`config.mk`:
```
export PLATFORM = sky130hd
export DESIGN_NAME = ex_operand_stage
export DESIGN_NICKNAME = d
export VERILOG_FILES = /design/src/rtl/ex_operand_stage.sv
export SDC_FILE = /design/constraint.sdc
export NUM_CORES = 1
export LEC_CHECK = 0
export CORE_AREA = 2 2 177 179
export DETAILED_ROUTE_END_ITERATION = 10
export DIE_AREA = 0 0 179 181
export PLACE_DENSITY_LB_ADDON = 0.12
export RECOVER_POWER = 25
export SLEW_MARGIN = 15
export SYNTH_ARGS = -nofsm -noshare
export SYNTH_HDL_FRONTEND = slang
export SYNTH_SLANG_ARGS = --single-unit
```
`constraint.sdc`:
```
create_clock -name clk -period 2 [get_ports clk]
set_input_delay 0.4 -clock clk [delete_from_list [all_inputs] [get_ports clk]]
set_output_delay 0.4 -clock clk [all_outputs]
set_load 0.005 [all_outputs]
```
`src/rtl/ex_operand_stage.sv`:
```
// ex_operand_stage: ID/EX operand pipeline register, one-deep writeback
// history, and the EX-stage forwarding muxes that produce the ALU operands.
module ex_operand_stage #(
  parameter int unsigned DATA_W = 64,
  parameter int unsigned REG_W  = 5
) (
  input  logic              clk,
  input  logic              reset_n,
  input  logic              stall,
  input  logic              flush,
  input  logic              id_valid,
  input  logic [REG_W-1:0]  id_rn,
  input  logic [REG_W-1:0]  id_rm,
  input  logic [REG_W-1:0]  id_rd,
  input  logic              id_regwrite,
  input  logic [DATA_W-1:0] id_rdata_a,
  input  logic [DATA_W-1:0] id_rdata_b,
  input  logic [1:0]        ForwardA,
  input  logic [1:0]        ForwardB,
  input  logic [DATA_W-1:0] exmem_alu_result,
  input  logic [DATA_W-1:0] memwb_wb_data,
  input  logic [REG_W-1:0]  memwb_rd,
  input  logic              memwb_regwrite,
  output logic [REG_W-1:0]  IDEXrn,
  output logic [REG_W-1:0]  IDEXrm,
  output logic [REG_W-1:0]  IDEXrd,
  output logic              IDEXregwrite,
  output logic              idex_valid,
  output logic [REG_W-1:0]  prevdestreg_1,
  output logic              prevWE_1,
  output logic [DATA_W-1:0] op_a,
  output logic [DATA_W-1:0] op_b
);

  // XZR index; used as the "no register" value for bubbles and reset.
  localparam logic [REG_W-1:0] XZR = REG_W'(31);

  // Forwarding select encoding.
  localparam logic [1:0] FWD_REG  = 2'b00;
  localparam logic [1:0] FWD_WB   = 2'b01;
  localparam logic [1:0] FWD_EXM  = 2'b10;
  localparam logic [1:0] FWD_PREV = 2'b11;

  // ID/EX state
  logic [REG_W-1:0]  rn_q, rn_d;
  logic [REG_W-1:0]  rm_q, rm_d;
  logic [REG_W-1:0]  rd_q, rd_d;
  logic              regwrite_q, regwrite_d;
  logic              valid_q, valid_d;
  logic [DATA_W-1:0] data_a_q, data_a_d;
  logic [DATA_W-1:0] data_b_q, data_b_d;

  // Writeback history state
  logic [REG_W-1:0]  prev_rd_q;
  logic              prev_we_q;
  logic [DATA_W-1:0] prev_data_q;

  // A held operand is stale if the instruction retiring now writes its source.
  logic refresh_a, refresh_b;
  assign refresh_a = memwb_regwrite && (memwb_rd != XZR) && (memwb_rd == rn_q);
  assign refresh_b = memwb_regwrite && (memwb_rd != XZR) && (memwb_rd == rm_q);

  // ID/EX next state: flush beats stall beats capture.
  always_comb begin
    rn_d       = rn_q;
    rm_d       = rm_q;
    rd_d       = rd_q;
    regwrite_d = regwrite_q;
    valid_d    = valid_q;
    data_a_d   = data_a_q;
    data_b_d   = data_b_q;
    if (flush) begin
      rn_d       = XZR;
      rm_d       = XZR;
      rd_d       = XZR;
      regwrite_d = 1'b0;
      valid_d    = 1'b0;
      data_a_d   = '0;
      data_b_d   = '0;
    end else if (stall) begin
      if (refresh_a) data_a_d = memwb_wb_data;
      if (refresh_b) data_b_d = memwb_wb_data;
    end else begin
      rn_d       = id_rn;
      rm_d       = id_rm;
      rd_d       = id_rd;
      regwrite_d = id_regwrite & id_valid;
      valid_d    = id_valid;
      data_a_d   = id_rdata_a;
      data_b_d   = id_rdata_b;
    end
  end

  // ID/EX register.
  always_ff @(posedge clk or negedge reset_n) begin
    if (!reset_n) begin
      rn_q       <= XZR;
      rm_q       <= XZR;
      rd_q       <= XZR;
      regwrite_q <= 1'b0;
      valid_q    <= 1'b0;
      data_a_q   <= '0;
      data_b_q   <= '0;
    end else begin
      rn_q       <= rn_d;
      rm_q       <= rm_d;
      rd_q       <= rd_d;
      regwrite_q <= regwrite_d;
      valid_q    <= valid_d;
      data_a_q   <= data_a_d;
      data_b_q   <= data_b_d;
    end
  end

  // Writeback history: free-running one-cycle delay of MEM/WB, ignores stall/flush.
  always_ff @(posedge clk or negedge reset_n) begin
    if (!reset_n) begin
      prev_rd_q   <= XZR;
      prev_we_q   <= 1'b0;
      prev_data_q <= '0;
    end else begin
      prev_rd_q   <= memwb_rd;
      prev_we_q   <= memwb_regwrite;
      prev_data_q <= memwb_wb_data;
    end
  end

  // Operand A forwarding mux.
  always_comb begin
    op_a = data_a_q;
    case (ForwardA)
      FWD_REG:  op_a = data_a_q;
      FWD_WB:   op_a = memwb_wb_data;
      FWD_EXM:  op_a = exmem_alu_result;
      FWD_PREV: op_a = prev_data_q;
      default:  op_a = data_a_q;
    endcase
  end

  // Operand B forwarding mux.
  always_comb begin
    op_b = data_b_q;
    case (ForwardB)
      FWD_REG:  op_b = data_b_q;
      FWD_WB:   op_b = memwb_wb_data;
      FWD_EXM:  op_b = exmem_alu_result;
      FWD_PREV: op_b = prev_data_q;
      default:  op_b = data_b_q;
    endcase
  end

  assign IDEXrn        = rn_q;
  assign IDEXrm        = rm_q;
  assign IDEXrd        = rd_q;
  assign IDEXregwrite  = regwrite_q;
  assign idex_valid    = valid_q;
  assign prevdestreg_1 = prev_rd_q;
  assign prevWE_1      = prev_we_q;

endmodule

```
# Yosys cells after proc, flatten, opt, wreduce, memory -nomap -nowiden
# Index checks and enable logic that the tools add are counted.
# Widths: inputs -> output; s select.
dict set report classes {
  n_lt_le_gt_ge 0
  multipliers 0
  addsub 0
  n_eq_ne 12
  n_shift 0
  n_bitwise 1
  mux 18
  n_div 0
  reduce_logical 5
}
# operator n
set op_table {}
lappend op_table {{$pmux 64 s4} 2}
lappend op_table {{$mux 64} 6}
lappend op_table {{$mux 5} 6}
lappend op_table {{$eq 5x5->1} 2}
lappend op_table {{$eq 2x2->1 const B} 4}
lappend op_table {{$ne 3x1->1 const B} 2}
lappend op_table {{$ne 5x5->1 const B} 1}
lappend op_table {{$eq 2x1->1 const B} 2}
lappend op_table {{$logic_not 2->1} 2}
lappend op_table {{$mux 1} 4}
lappend op_table {{$logic_and 1x1->1} 3}
lappend op_table {{$ne 2x1->1 const B} 1}
lappend op_table {{$and 1x1->1} 1}
dict set report word_totals {
  latch_bits 0
  rom_bits 0
  out_inout_bits 151
  ram_bits 0
  regBits 215
  mem_count 0
}

# Longest topological paths before layout
# Gate-level depths: netlist (run 1).
dict set report depth {
  ltp_word 6
  mapped_depth 7
}

# Worst setup path after synthesis (run 1)
# OpenSTA, ideal clock, no wires.
dict set report synth_path {
  path_kind {register -> register}
  from {reg rm_q[0] (netlist: IDEXrm[0])}
  to {reg data_b_q[10]}
  required_ps 1875
  path_stages_with_launch 6
  n_path_buf 1
  path_slack_ps 116
  arrival_ps 1759
  path_cell_list {dfstp_2 -> xnor2_1 -> nand2_1 -> o31ai_4 -> buf_6 -> mux2_4}
}
dict set report synth_between {
  elab_chain_len 3
}
# item line_no
set synth_rtl {}
lappend synth_rtl {{from (decl)} 46} ;# logic [REG_W-1:0] rm_q, rm_d;
lappend synth_rtl {{from (signal assigned)} 106} ;# rm_q <= rm_d;
lappend synth_rtl {{$eq 5x5->1} 61} ;# assign refresh_b = memwb_regwrite && (memwb_rd != XZR) && (memwb_rd == rm_q);
lappend synth_rtl {{$logic_and 1x1->1} 61}
lappend synth_rtl {{$ne 3x1->1 (no line)} -}
lappend synth_rtl {{to (signal assigned)} 111} ;# data_b_q <= data_b_d;
lappend synth_rtl {{to (decl)} 51} ;# logic [DATA_W-1:0] data_b_q, data_b_d;
# No other way between the ends.
# A chain may end at the register's enable or synchronous reset.

# Final worst setup path (run 1)
dict set report layout_path {
  from {in memwb_wb_data[31]}
  to {out op_b[31]}
}
dict set report layout_between {
  elab_chain_len 1
}
# item line_no
set layout_rtl {}
lappend layout_rtl {{from (decl)} 21} ;# input logic [DATA_W-1:0] memwb_wb_data,
lappend layout_rtl {{$pmux 64 s4} 143} ;# case (ForwardB)
lappend layout_rtl {{to (decl)} 32} ;# output logic [DATA_W-1:0] op_b
# No other way between the ends.

==> results of run 1 <==
worst max-delay path by stage:
stage / startpoint / endpoint
3_5_place_dp: memwb_rd[0] / data_b_q[47]$_DFFE_PN0P_
4_1_cts: data_a_q[44]$_DFFE_PN0P_ / op_a[44]
2_1_floorplan: IDEXrm[0]$_DFFE_PN1P_ / data_b_q[10]$_DFFE_PN0P_
6_report: memwb_wb_data[31] / op_b[31]
5_1_grt: memwb_wb_data[31] / op_b[31]
3_3_place_gp: memwb_rd[0] / data_a_q[27]$_DFFE_PN0P_
state kept, by name, summed over array words and instances, names as in the netlist:
signal / cells
prev_data_q: 64
IDEXrn: 5
prevdestreg_1: 5
data_a_q: 64
IDEXregwrite: 1
IDEXrd: 5
idex_valid: 1
data_b_q: 64
prevWE_1: 1
IDEXrm: 5
power by group through the flow:
stage / logic (W) / clock network [W] / registers, W
CTS: 0.00293 / 0.00528 / 0.00486
finish: 0.00288 / 0.00515 / 0.00487
detailed placement: 0.00318 / 0 / 0.00494
floorplan: 0.00133 / 0 / 0.00487
global placement: 0.00316 / 0 / 0.00493
global route: 0.00310 / 0.00547 / 0.00490
area by class of cell:
cell class | instances | area share [%]
multi-input cells | 631 | 35.5
flip-flops and latches | 215 | 29.7
repair buffers | 549 | 26.8
clock buffers | 35 | 4.10
well taps | 396 | 2.72
clock inverters | 13 | 1.08
diodes | 5 | 0.0687
cells by family (layout without fill, tap and decap cells):
family	Yosys count	in the layout
AO/OA/AOI/OAI	148	148
XOR/XNOR	10	10
buffers and inverters	81	597
flip-flops	215	215
multiplexers	256	256
other	0	5
AND/OR/NAND/NOR	217	217
stage by stage:
stage	hold WS (ps)	util, %	setup slack [ps]
after floorplan	104	-	116
after global placement	376	58.7	-332
after detailed placement	379	58.7	-383
after CTS	324	60.0	1.07
after global routing	336	60.0	-28.9
final	350	60.0	-11.5
cells in the final DEF, fill, tap and decap left out, types with 15 or more instances in the layout:
cell type | Yosys | final
buf_4 | 0 | 85
buf_12 | 0 | 24
nand2_1 | 67 | 67
dfstp_2 | 20 | 20
dfrtp_1 | 195 | 195
nand2b_1 | 128 | 128
buf_2 | 22 | 115
nor2b_1 | 16 | 16
dlygate4sd3_1 | 0 | 31
mux2_2 | 115 | 115
a211o_1 | 15 | 15
a21oi_1 | 129 | 129
mux4_2 | 128 | 128
clkbuf_16 | 0 | 28
clkdlybuf4s50_1 | 0 | 259
per-layer routing:
| layer | up-vias | part of all wire [%] | GRT usage, % |
|---|---|---|---|
| li1 | 4460 | - | - |
| met3 | 56 | 7.6 | 5.07 |
| met5 | - | 0.068 | 0 |
| met2 | 385 | 50 | 43.6 |
| met4 | 4 | 2.3 | 6.18 |
| met1 | 4999 | 40 | 32.5 |
repair_timing:
| action | in CTS | in global routing |
|---|---|---|
| cloned | 0 | 1 |
| hold buffers | 1 | 0 |
| setup endpoints to repair | 138 | 59 |
| buffers inserted | 8 | 0 |
| gates resized for setup | 498 | 19 |
| hold endpoints to repair | 52 | 0 |
==> reports/results.ini, run 1 <==
[route]
num_vias = 9904
firstDrtPassIters = 4
vias_per_cell = 5.37
first_iter_violations = 444
drt-total-wl_um = 41200
drc = 0
avgRoutedWirePerCell_um = 22.3
ant_nets = 0

[hold_path]
worstHoldStart = memwb_wb_data[35]
hold_path_depth = 2
holdCritPathClass = input pin to flip-flop
min_to = prev_data_q[35]$_DFF_PN0_

[synthesis]
synth-seq-cells = 215
ys.flop_type = dfrtp_1
synth_xor_area_share_pct = 0.712
synth_top_area_share_pct = 39.7
synth-compound-area-share_pct = 6.80
syn-num-nets = 1214
synth.area.mux_share_pct = 35.5
synth_edf_count = 0
synth_top_family_by_area = multiplexers
yosysSeqAreaShare_pct = 44.0
yosys-top-cells-count = dfrtp_1 (195), a21oi_1 (129), mux4_2 (128), nand2b_1 (128), mux2_2 (115)
synth.cell_area_um2 = 12300
async_flop_share_pct = 100
synthTopCellsByArea = dfrtp_1 (40%), mux4_2 (23%), mux2_2 (11%)
synth_cell_type_count = 22
synth-adder-area-share_pct = 0
avgSynthCellArea_um2 = 13.3
postSynthCellCount = 927
yosysWarnings = 0
synth-simple-area-share_pct = 9.62
synth_largest_area_cell = dfrtp_1
synth.most_common_cell = dfrtp_1

[placement]
gp_congestion = 0.840
dp_hpwl_um = 30000
io_buffers = 437
dp_cells = 1781
place_area_um2 = 17800

[critical_path]
cp.buffers_inverters = 2
cp_num_cells = 3
crit_chain = dlygate4sd3_1, mux4_2, buf_2
r2r_start = IDEXrm[0]$_DFFE_PN1P_
arrival_ps = 1610
reg2reg_depth = 6
path_delay_family = buffers and inverters
rrSetupSlack_ps = 80
max_stage_delay_ps = 570
critical_path.slowest_cell = dlygate4sd3_1
path_class = input pin to output pin
cp_max_fo = 3
r2r-end = data_b_q[21]$_DFFE_PN0P_
startpoint_type = input pin
endpoint_kind = output pin
cp.required_ps = 1600

[sta]
finalClockSkew_ps = 13.5
slew_viol_final = 0
hold_viol = 0
slew_headroom_pct = 38.0
post-route-min-period_ps = 2010
rsz0062_at_grt = yes
min_period_over_period_pct = 101
setup_viol = 5
worst_slew_pin_slew_ps = 929
tns_ps = -33.8
max_freq_mhz = 497
worst_slack_ps = -11.5

[die]
die-area_um2 = 32400
pin_count = 438
placeableCoreArea_um2 = 30300
initial_utilization_pct = 40.5
die_w_um = 179
die_y_um = 181
row_count = 64

[flow_run]
cap_violations = 0

[global_routing]
grt_pass1_vias = 10689
grt_antenna_before_repair = 7
grtUsageTotal_pct = 25.3
grt_max_degree = 146
grt_overflow_total = 0
grt_pass1_wl_um = 62500

[power_and_ir_drop]
p_leak_nw = 7.86
peakVddDrop_uv = 500
power.switching_w = 0.00323
power_frac_seq_pct = 37.7
powerDensity_nw_per_um2 = 708
pwr-share-comb_pct = 22.3
internal-power_w = 0.00967
p_total_w = 0.0129
pwr-share-clk_pct = 40.0
swShare_pct = 25.0

[cts]
htreeDepth = 1
clock_path_buffers = 3
clk_latency_ps = 530
cts_root_buffer = clkbuf_16
clk_pin_slew_ps = 60
cts_buffers = 26
cts_tree = yes
cts_num_sinks = 215

[final_layout]
multi_input_area_um2 = 6470
post_route_cells_drive_above_1_share_pct = 39.2
final_area_um2 = 18200
synthToLayoutAreaGrowth_pct = 48.1
fin_nets = 1710
stdcell_count = 1844
regArea_um2 = 5410
fillers = 2536

[status]
outcome = complete, but fails checks
failed_checks = negative setup slack

No activity file was read; power rests on OpenSTA's default activity.
==> run 2, diff against run 1 <==
Settings changed: CORE_AREA 2 2 177 179 to 2 2 172 174, DIE_AREA 0 0 179 181 to 0 0 174 176.
Clock period 2 ns to 2.3 ns, I/O delays scaled along.
==> reports/results.ini, run 2 (synthesis results as in run 1) <==
[status]
outcome = finished clean

[die]
die_w_um = 174
die_y_um = 176
row_count = 62
pin_count = 438
placeableCoreArea_um2 = 28500
initial_utilization_pct = 43.1
die-area_um2 = 30600

[route]
vias_per_cell = 5.46
drt-total-wl_um = 41400
first_iter_violations = 674
num_vias = 9900
avgRoutedWirePerCell_um = 22.8
firstDrtPassIters = 5
drc = 0
ant_nets = 0

[critical_path]
cp_max_fo = 4
path_class = input pin to output pin
r2r-end = data_a_q[31]$_DFFE_PN0P_
r2r_start = IDEXrn[3]$_DFFE_PN1P_
arrival_ps = 1820
endpoint_kind = output pin
rrSetupSlack_ps = 340
startpoint_type = input pin
cp.required_ps = 1840
reg2reg_depth = 6

[final_layout]
layout_common_cells = clkdlybuf4s50_1 (241), dfrtp_1 (195), a21oi_1 (129)
fin_util_pct = 64.9
fillers = 2286
fin_nets = 1697
final_common_cell = clkdlybuf4s50_1
reg.largest.list = data_a_q: 64 flops, data_b_q: 64 flops, prev_data_q: 64 flops
synthToLayoutAreaGrowth_pct = 50.7
post_route_cells_drive_above_1_share_pct = 28.9

[sta]
min_period_over_period_pct = 99.0
slew_viol_final = 0
setup_viol = 0
hold_viol = 0
worst_slew_pin_slew_ps = 1440
slew_headroom_pct = 4.26
tns_ps = 0
post-route-min-period_ps = 2280
rsz0062_at_grt = no
max_freq_mhz = 439
finalClockSkew_ps = 6.25

[cts]
cts_root_buffer = clkbuf_16
cts_tree = yes
clk_latency_ps = 520
cts_num_sinks = 215
htreeDepth = 1
clk_pin_slew_ps = 60
clock_path_buffers = 3
cts_buffers = 25

[global_routing]
grtUsageTotal_pct = 27.1
grt_antenna_before_repair = 6
grt_pass1_wl_um = 63400
grt_pass1_vias = 10661
grt_overflow_total = 0
grt_max_degree = 153

[flow_run]
cap_violations = 0

[power_and_ir_drop]
powerDensity_nw_per_um2 = 567
peakVddDrop_uv = 389
p_total_w = 0.0105
p_leak_nw = 8.10

[placement]
io_buffers = 437
gp_congestion = 0.856
dp_hpwl_um = 29200

[hold_path]
holdCritPathClass = input pin to flip-flop
worstHoldStart = memwb_wb_data[1]
hold_path_depth = 1
min_to = prev_data_q[1]$_DFF_PN0_

## run 2: area by class of cell
cell class	instances	area [um^2]	area share [%]
Multi-Input combinational cell	631	6470	34.9
Timing Repair Buffer	537	5420	29.2
Sequential cell	215	5410	29.2
Clock buffer	38	724	3.91
Tap cell	384	480	2.59
Clock inverter	3	15.0	0.0810
Antenna cell	6	15.0	0.0810
## run 2: per-layer routing
| layer | track usage [%] | up-vias | share of wire (%) |
|---|---|---|---|
| li1 | - | 4431 | - |
| met1 | 33.9 | 4992 | 39 |
| met2 | 46.4 | 411 | 50 |
| met3 | 6.35 | 66 | 8.0 |
| met4 | 9.49 | 0 | 3.2 |
| met5 | 0 | - | 0 |
## run 2: repair_timing
item / CTS / global route
cloned: 4 / 0
setup buffers: 5 / 2
hold endpoints to repair: 56 / 0
hold buffers: 1 / 0
endpoints found under the setup margin: 127 / 24
gates resized for setup: 137 / 21
## run 2: where the power goes
group          internal, W  switching, W  total, W
Sequential         0.00408      0.000157   0.00423
Combinational      0.00158      0.000990   0.00257
Clock              0.00214       0.00155   0.00370
Total              0.00780       0.00270    0.0105
## run 2: how the worst max path moves through the flow
| stage | from | slack, ps | cells after the start | to |
|---|---|---|---|---|
| CTS | prev_data_q[63]$_DFF_PN0_ | -70 | 2 | op_a[63] |
| floorplan | ForwardA[0] | 330 | 3 | op_a[0] |
| global placement | memwb_rd[1] | -150 | 7 | data_b_q[23]$_DFFE_PN0P_ |
| global route | memwb_wb_data[10] | 0.8 | 3 | op_b[10] |
| detailed placement | memwb_rd[1] | -210 | 7 | data_a_q[31]$_DFFE_PN0P_ |
| finish | memwb_wb_data[60] | 20 | 3 | op_b[60] |
## run 2: critical path, stage by stage
cell and delay, ps:
dlygate4sd3_1 590, mux4_2 490, dlygate4sd2_1 280
## run 2: stage by stage
stage                     instance area (um^2)  instances  hold WS, ps  setup WS (ps)
after floorplan                          12300        927          164            331
after detailed placement                 17700       1755          457           -214
after CTS                                18500       1806          240          -73.6
after global placement                   17700       1755          461           -148
after global routing                     18500       1814          258          0.818
final                                    18500       1814          267           23.0
==> run 3, diff against run 2 <==
Settings changed: CORE_AREA 2 2 172 174 to 2 2 206 208, DIE_AREA 0 0 174 176 to 0 0 208 210.
==> reports/results.ini, run 3 (synthesis results as in run 1) <==
[status]
outcome = finished clean

[sta]
slew_viol_final = 0
worst_slack_ps = 20.4
min_period_over_period_pct = 99.1
slew_headroom_pct = 19.9
finalClockSkew_ps = 10.2
rsz0062_at_grt = no
hold_viol = 0
tns_ps = 0
setup_viol = 0
worst_slew_pin_slew_ps = 1200
max_freq_mhz = 439
post-route-min-period_ps = 2280
fin_hold_ws_ps = 279

[power_and_ir_drop]
p_total_w = 0.0113
peakVddDrop_uv = 551
power_frac_seq_pct = 37.4
p_leak_nw = 8.09
powerDensity_nw_per_um2 = 597
power.switching_w = 0.00286
pwr-share-clk_pct = 39.7
pwr-share-comb_pct = 22.9
internal-power_w = 0.00845
swShare_pct = 25.3

[route]
firstDrtPassIters = 5
wl_met3_um = 2960
dr.max_layer_used = met5
vias_per_cell = 4.91
ant_nets = 0
first_iter_violations = 451
drc = 0
avgRoutedWirePerCell_um = 22.3
wl_met2_um = 21700
wl_met1_um = 19100
num_vias = 9750
drt-total-wl_um = 44200

[cts]
htreeDepth = 1
cts_tree = yes
clk_latency_ps = 550
cts_num_sinks = 215
cts_buffers = 28
cts_root_buffer = clkbuf_16
clk_pin_slew_ps = 50
clock_path_buffers = 3

[critical_path]
startpoint_type = input pin
r2r_start = IDEXrm[4]$_DFFE_PN1P_
cp_max_fo = 3
endpoint_kind = output pin
cp.required_ps = 1840
critical_path.slowest_cell = dlygate4sd3_1
arrival_ps = 1820
crit_start = memwb_wb_data[26]
path_class = input pin to output pin
crit_chain = dlygate4sd3_1, mux4_2, dlygate4sd2_1
max_stage_delay_ps = 590

[die]
die_y_um = 210
placeableCoreArea_um2 = 41500
die-area_um2 = 43700
pin_count = 438
row_count = 75
die_w_um = 208
initial_utilization_pct = 29.6

[placement]
dp_slack_ps = -200
dp_hpwl_um = 32300
io_buffers = 437
gp_congestion = 0.813

[final_layout]
fillers = 3946
synthToLayoutAreaGrowth_pct = 54.2
fin_nets = 1710
post_route_cells_drive_above_1_share_pct = 30.1
final_common_cell = clkdlybuf4s50_1
reg.largest.list = data_a_q: 64 flops, data_b_q: 64 flops, prev_data_q: 64 flops
layout_common_cells = clkdlybuf4s50_1 (250), dfrtp_1 (195), dlygate4sd2_1 (133)
regArea_um2 = 5410
multi_input_area_um2 = 6470

[global_routing]
grt_pass1_vias = 10638
grt_antenna_before_repair = 5
grt_overflow_total = 0
grt_pass1_wl_um = 68000
grt_max_degree = 146
grtUsageTotal_pct = 20.2

[flow_run]
cap_violations = 0

[hold_path]
worstHoldStart = memwb_wb_data[63]
holdCritPathClass = input pin to flip-flop

run 3: cell types whose count changed in the layout (fill, tap and decap cells not counted), moves of 4 or more:
cell,previous run,this run
buf_12,21,34
buf_16,7,0
buf_4,64,75
clkbuf_16,25,29
clkdlybuf4s50_1,241,250
dlygate4sd2_1,123,133
dlymetal6s2s_1,18,0
run 3: cell type report:
cell class                 count  area share (%)
antenna                        3          0.0396
clock buffer                  42            4.35
clock inverter                 9           0.634
multi-input combinational    631            34.1
sequential                   215            28.5
tap                          539            3.56
timing repair buffer         547            28.8
run 3: per-stage QoR:
stage | cell area, um^2 | instances | util (%)
after floorplan | 12300 | 927 | -
after global placement | 18100 | 1925 | 43.7
after detailed placement | 18100 | 1925 | 43.7
after CTS | 19000 | 1983 | 45.7
after global routing | 18900 | 1985 | 45.7
final | 19000 | 1986 | 45.7
run 3: path summary, 6_finish.rpt:
kind | end | slack, ps | cells after the start
worst max-delay path | op_a[26] | 20 | 3
worst min-delay path | prev_data_q[63]$_DFF_PN0_ | 280 | 1
max in group asynchronous | IDEXrd[3]$_DFFE_PN1P_ | 570 | 3
worst max register to register | data_b_q[37]$_DFFE_PN0P_ | 350 | 6
worst min register to register | data_b_q[14]$_DFFE_PN0P_ | 490 | 1
min in group asynchronous | data_a_q[11]$_DFFE_PN0P_ | 700 | 2
run 3: power groups by stage:
stage | sequential (W) | clock (W) | combinational [W]
finish | 0.00424 | 0.00449 | 0.00259
global route | 0.00427 | 0.00479 | 0.00279
CTS | 0.00424 | 0.00464 | 0.00265
detailed placement | 0.00430 | 0 | 0.00282
global placement | 0.00429 | 0 | 0.00281
floorplan | 0.00423 | 0 | 0.00116
run 3: what timing repair did:
item / 4_1_cts / 5_1_grt
setup endpoints to repair: 128 / 0
gates resized for setup: 135 / 0
hold buffers: 1 / 0
setup buffers: 6 / 0
endpoints found under the hold margin: 25 / 0
run 3: critical path, delay by kind of cell:
family / cells / cell delay (ps)
buf+inv: 2 / 870
mux: 1 / 490
run 3: metal layers:
metal  up-vias  global-route usage, %
met5         -                      0
met4         4                   3.57
met3        32                   4.68
met2       301                   33.6
met1      4969                   27.2
li1       4444                      -
